**src/rtl/wbu_stream_arbiter.sv**
```systemverilog
// Two-source burst arbiter in front of the shared codeword decompressor.
// Optional macro WBUARB_PRIORITY_EN: source A wins every idle tie (default is round robin).
module wbu_stream_arbiter #(
  parameter int MIN_GAP      = 3,
  parameter int IDLE_TIMEOUT = 16,
  parameter int LGTIMEOUT    = 5
) (
  input  logic        i_clk,
  input  logic        i_reset_n,
  input  logic        i_a_stb,
  input  logic [35:0] i_a_word,
  input  logic        i_a_last,
  output logic        o_a_busy,
  output logic        o_a_fresh,
  input  logic        i_b_stb,
  input  logic [35:0] i_b_word,
  input  logic        i_b_last,
  output logic        o_b_busy,
  output logic        o_b_fresh,
  output logic        o_stb,
  output logic [35:0] o_word,
  output logic        o_src
);

  localparam int LGGAP = (MIN_GAP > 1) ? $clog2(MIN_GAP) : 1;
  localparam logic [LGGAP-1:0]     GAP_RELOAD = LGGAP'(MIN_GAP - 1);
  localparam logic [LGTIMEOUT-1:0] IDLE_MAX   = LGTIMEOUT'(IDLE_TIMEOUT);

  typedef enum logic [1:0] {
    S_IDLE  = 2'd0,
    S_OWN_A = 2'd1,
    S_OWN_B = 2'd2
  } state_t;

  state_t               r_state;
  logic [LGGAP-1:0]     r_gap;
  logic [LGTIMEOUT-1:0] r_idle;
  logic                 r_last_flag;
`ifndef WBUARB_PRIORITY_EN
  logic                 r_last_served;
`endif

  logic w_gap_zero;
  logic w_release;
  logic w_a_ready;
  logic w_b_ready;
  logic w_a_accept;
  logic w_b_accept;
  logic w_pick_b;

  // The release clock never accepts, so the owner stays busy while handing back.
  assign w_gap_zero = (r_gap == '0);
  assign w_release  = (r_state != S_IDLE) && w_gap_zero &&
                      (r_last_flag || (r_idle == IDLE_MAX));
  assign w_a_ready  = (r_state == S_OWN_A) && w_gap_zero && !w_release;
  assign w_b_ready  = (r_state == S_OWN_B) && w_gap_zero && !w_release;
  assign o_a_busy   = !w_a_ready;
  assign o_b_busy   = !w_b_ready;
  assign w_a_accept = i_a_stb && w_a_ready;
  assign w_b_accept = i_b_stb && w_b_ready;

`ifdef WBUARB_PRIORITY_EN
  assign w_pick_b = i_b_stb && !i_a_stb;
`else
  assign w_pick_b = i_b_stb && (!i_a_stb || !r_last_served);
`endif

  always_ff @(posedge i_clk or negedge i_reset_n) begin
    if (!i_reset_n) begin
      r_state     <= S_IDLE;
      r_gap       <= '0;
      r_idle      <= '0;
      r_last_flag <= 1'b0;
`ifndef WBUARB_PRIORITY_EN
      r_last_served <= 1'b1;
`endif
      o_stb       <= 1'b0;
      o_word      <= '0;
      o_src       <= 1'b0;
      o_a_fresh   <= 1'b0;
      o_b_fresh   <= 1'b0;
    end else begin
      o_stb     <= 1'b0;
      o_a_fresh <= 1'b0;
      o_b_fresh <= 1'b0;
      if (!w_gap_zero)
        r_gap <= r_gap - LGGAP'(1);

      case (r_state)
        S_IDLE: begin
          r_idle      <= '0;
          r_last_flag <= 1'b0;
          if (w_pick_b) begin
            r_state   <= S_OWN_B;
            o_b_fresh <= 1'b1;
`ifndef WBUARB_PRIORITY_EN
            r_last_served <= 1'b1;
`endif
          end else if (i_a_stb) begin
            r_state   <= S_OWN_A;
            o_a_fresh <= 1'b1;
`ifndef WBUARB_PRIORITY_EN
            r_last_served <= 1'b0;
`endif
          end
        end
        default: begin
          if (w_release) begin
            r_state <= S_IDLE;
          end else if (w_a_accept || w_b_accept) begin
            o_stb       <= 1'b1;
            o_word      <= w_a_accept ? i_a_word : i_b_word;
            o_src       <= w_b_accept;
            r_last_flag <= w_a_accept ? i_a_last : i_b_last;
            r_gap       <= GAP_RELOAD;
            r_idle      <= '0;
          end else if (r_idle != IDLE_MAX) begin
            r_idle <= r_idle + LGTIMEOUT'(1);
          end
        end
      endcase
    end
  end

endmodule

```
**config.mk**
```make
export PLATFORM = sky130hd
export DESIGN_NAME = wbu_stream_arbiter
export DESIGN_NICKNAME = d
export VERILOG_FILES = /design/src/rtl/wbu_stream_arbiter.sv
export SDC_FILE = /design/constraint.sdc
export NUM_CORES = 1
export LEC_CHECK = 0
export BUFFER_PORTS_ARGS = -buffer_cell sky130_fd_sc_hd__buf_4
export CAP_MARGIN = 20
export CORE_ASPECT_RATIO = 0.7
export CORE_MARGIN = 8
export CORE_UTILIZATION = 43
export CTS_BUF_LIST = sky130_fd_sc_hd__clkbuf_2
export CTS_CLUSTER_DIAMETER = 80
export DETAILED_ROUTE_END_ITERATION = 10
export PLACE_DENSITY = 0.89
export SYNTH_ARGS = -nofsm -noshare
export SYNTH_HDL_FRONTEND = slang
export SYNTH_SLANG_ARGS = --single-unit
```
**constraint.sdc**
```tcl
create_clock -name i_clk -period 1.5 [get_ports i_clk]
set_clock_uncertainty 0.15 [all_clocks]
set_input_delay 0.375 -clock i_clk [delete_from_list [all_inputs] [get_ports i_clk]]
set_output_delay 0.375 -clock i_clk [all_outputs]
set_load 0.1 [all_outputs]
```
==> metrics.txt <==
commonest non-fill, non-tap cell in the layout buf_4; Slew headroom 0.747; mean post-synth cell area about 11 sq um; detailed placer's ending HPWL just over 5 mm; vias 2401; DRC errors left 0; # port buffers 119; dominant cell type by area after synthesis dfrtp_1; Chip Width approximately 110 um; Synth Area in Adders 0.0100; DP Cell Count about 430; H-tree depth 2; crit path launch r_idle[0]; XOR/XNOR Fraction of Synth Area 0.0105; fin cells 474; Least-Margin Pin Slew 0.379 ns; Min-Delay Path Class primary input to flip-flop; routed vias/inst ~5; largest net degree at the start of global routing 29; Clock Latency Late Sink 0.45 ns; Iter 0 DRT Violations 90; die area 0.00855 sq mm; initial antenna violation count 0; post-synth top area share 0.501; antenna cells 0; failing checks negative setup slack; CP required 0.97 ns; vias in the first global route 2369; Syn Nets between 300 and 400; Net count, final 478; period utilization 1.54; max-cap check violation count 0; Final Util 0.837; TritonRoute pass-1 iters 4; Final Slew Violations 0; combinational family with the most area after synthesis multiplexers; mux cell area share after synthesis 0.152; GRT overflow 0; Final setup viols between 80 and 90; clock tree root buffer cell clkbuf_2; Reg-to-Reg Start r_idle[0]; Post-Syn Area 0.00250 sq mm; Final Routed Wirelength 9.01 mm; Max Fclk about 430 MHz; post-synthesis compound-gate area fraction 0.148; GPL Wtd Cong a little over 0.8; most frequent cells in the layout buf_4, dfrtp_1, buf_12; CP Class flip-flop to output pin; simple logic cell fraction of the synthesized area 0.115; PnR worst setup slack -0.807 ns; Max FO, Critical Path 3; clk buf depth 2; TritonCTS Buffers 5; CTS sink cnt 51; synth warn 0; startpoint class of the critical path flip-flop; synthesis-stage register bit count 51; outcome complete, but fails checks; core area 0.00567 sq mm; WL per Instance 19.0 um; top cells by area, synth dfrtp_1, mux2i_1, o21ai_2; Min Hold Slack 0.0125 ns; first-pass GRT wire length 12.0 mm; gr usage total 0.176; Die H 79.8 um; unrepaired setup endpoints after global routing true; Syn Inst Count 223; Initial Util 0.441; fraction of layout instances using a drive strength above 1 0.614; P&R area growth vs syn 89.8%; post-route ant nets 0; io pins 120; row cnt 23; min Tclk post-route 2.31 ns; sequential fraction of the synthesis area 0.511; Hold Violations, Final 0; CTS tree yes; CP endpoint kind output pin; Hold Path Origin i_a_word[14]; CP Data Arrival Time roughly 1.8 ns; Unique masters post-synth 37; CTS clk-pin slew, worst paths 0.28 ns
[final cells by class]
cell class,count,area (sq um)
Sequential cell,51,1280
Timing Repair Buffer,181,2100
Clock buffer,5,25.0
Fill cell,305,923
Clock inverter,3,15.0
Multi-Input combinational cell,155,1220
Inverter,4,15.0
Tap cell,75,93.8
[registers in the layout, summed over array words and instances (netlist names), 2 cells and up]
name	flops
r_state	2
o_word	36
r_gap	2
r_idle	5
[synthesized netlist by cell type]
cell type,instances
dfrtp_1,50
clkbuf_4,1
o21ai_0,1
or2_1,1
xnor2_1,1
and3b_1,2
nor2_1,5
clkbuf_1,1
inv_1,3
a21oi_1,5
or3_1,1
o211a_1,1
inv_2,1
o21ai_1,23
buf_4,2
mux2i_1,38
nor2b_1,1
o211ai_2,1
nor3_2,1
a21o_1,3
buf_6,3
ha_1,2
o21bai_1,1
o21a_1,1
o21ai_2,16
and4bb_2,1
nand2_2,8
nand3b_1,3
xor2_1,2
o2111ai_1,2
dfstp_2,1
a31oi_1,1
nor3_1,1
nand4bb_1,1
buf_2,3
buf_8,3
nand2_1,32
[repair_timing]
item                                   CTS  global route
gates resized for setup                127            29
gates cloned                             2             8
buffers inserted                        20            13
endpoints found under the hold margin   35             0
hold buffers                             1             0
pin swaps                                6             2
setup endpoints to repair               89            90
[logic make-up (layout without fill, tap and decap cells)]
kind of cell               after synthesis  count (layout)
AOI/OAI and AO/OA                       55              55
and+or+nand+nor                         57              57
DFF                                     51              51
adders and majority gates                2               2
xor gates and xnor gates                 3               3
buffers and inverters                   17             193
muxes                                   38              38
[worst max-delay path, cell delays in order (launching register included)]
cell and delay [ns]:
dfrtp_1 0.42, inv_2 0.05, ha_4 0.15, and4bb_2 0.25, nor3_4 0.15, nand3b_1 0.14, buf_8 0.20
[through the flow]
stage | worst slack (ns) | area [sq um] | TNS, ns
4_1_cts | -0.803 | 4410 | -14.93
6_report | -0.807 | 4750 | -12.93
5_1_grt | -0.922 | 4750 | -19.67
3_3_place_gp | -0.287 | 3610 | -5.07
3_5_place_dp | -0.335 | 3610 | -6.89
2_1_floorplan | -0.812 | 2530 | -3.89
[metal layers]
metal | wire, um | share of wire | GRT usage | up-vias
met3 | 529 | 0.059 | 0.0540 | 7
met1 | 3690 | 0.41 | 0.206 | 1183
met2 | 4740 | 0.53 | 0.315 | 77
li1 | - | - | - | 1134
met4 | 57 | 0.0063 | 0.0294 | 0
met5 | 0 | 0 | 0 | -
[final timing paths]
path,end,slack [ns],depth (start not counted)
min in group asynchronous,o_word[9],0.18,2
min reg2reg,o_word[27],0.42,2
min,o_word[14],0.01,3
max reg2reg,r_idle[2],-0.23,7
max in group asynchronous,o_word[31],0.52,3
max,o_b_busy,-0.81,6
Power is left out: the tool's default activity adds up to more than one toggle a clock period on the data nets, which glitch-free logic cannot reach.
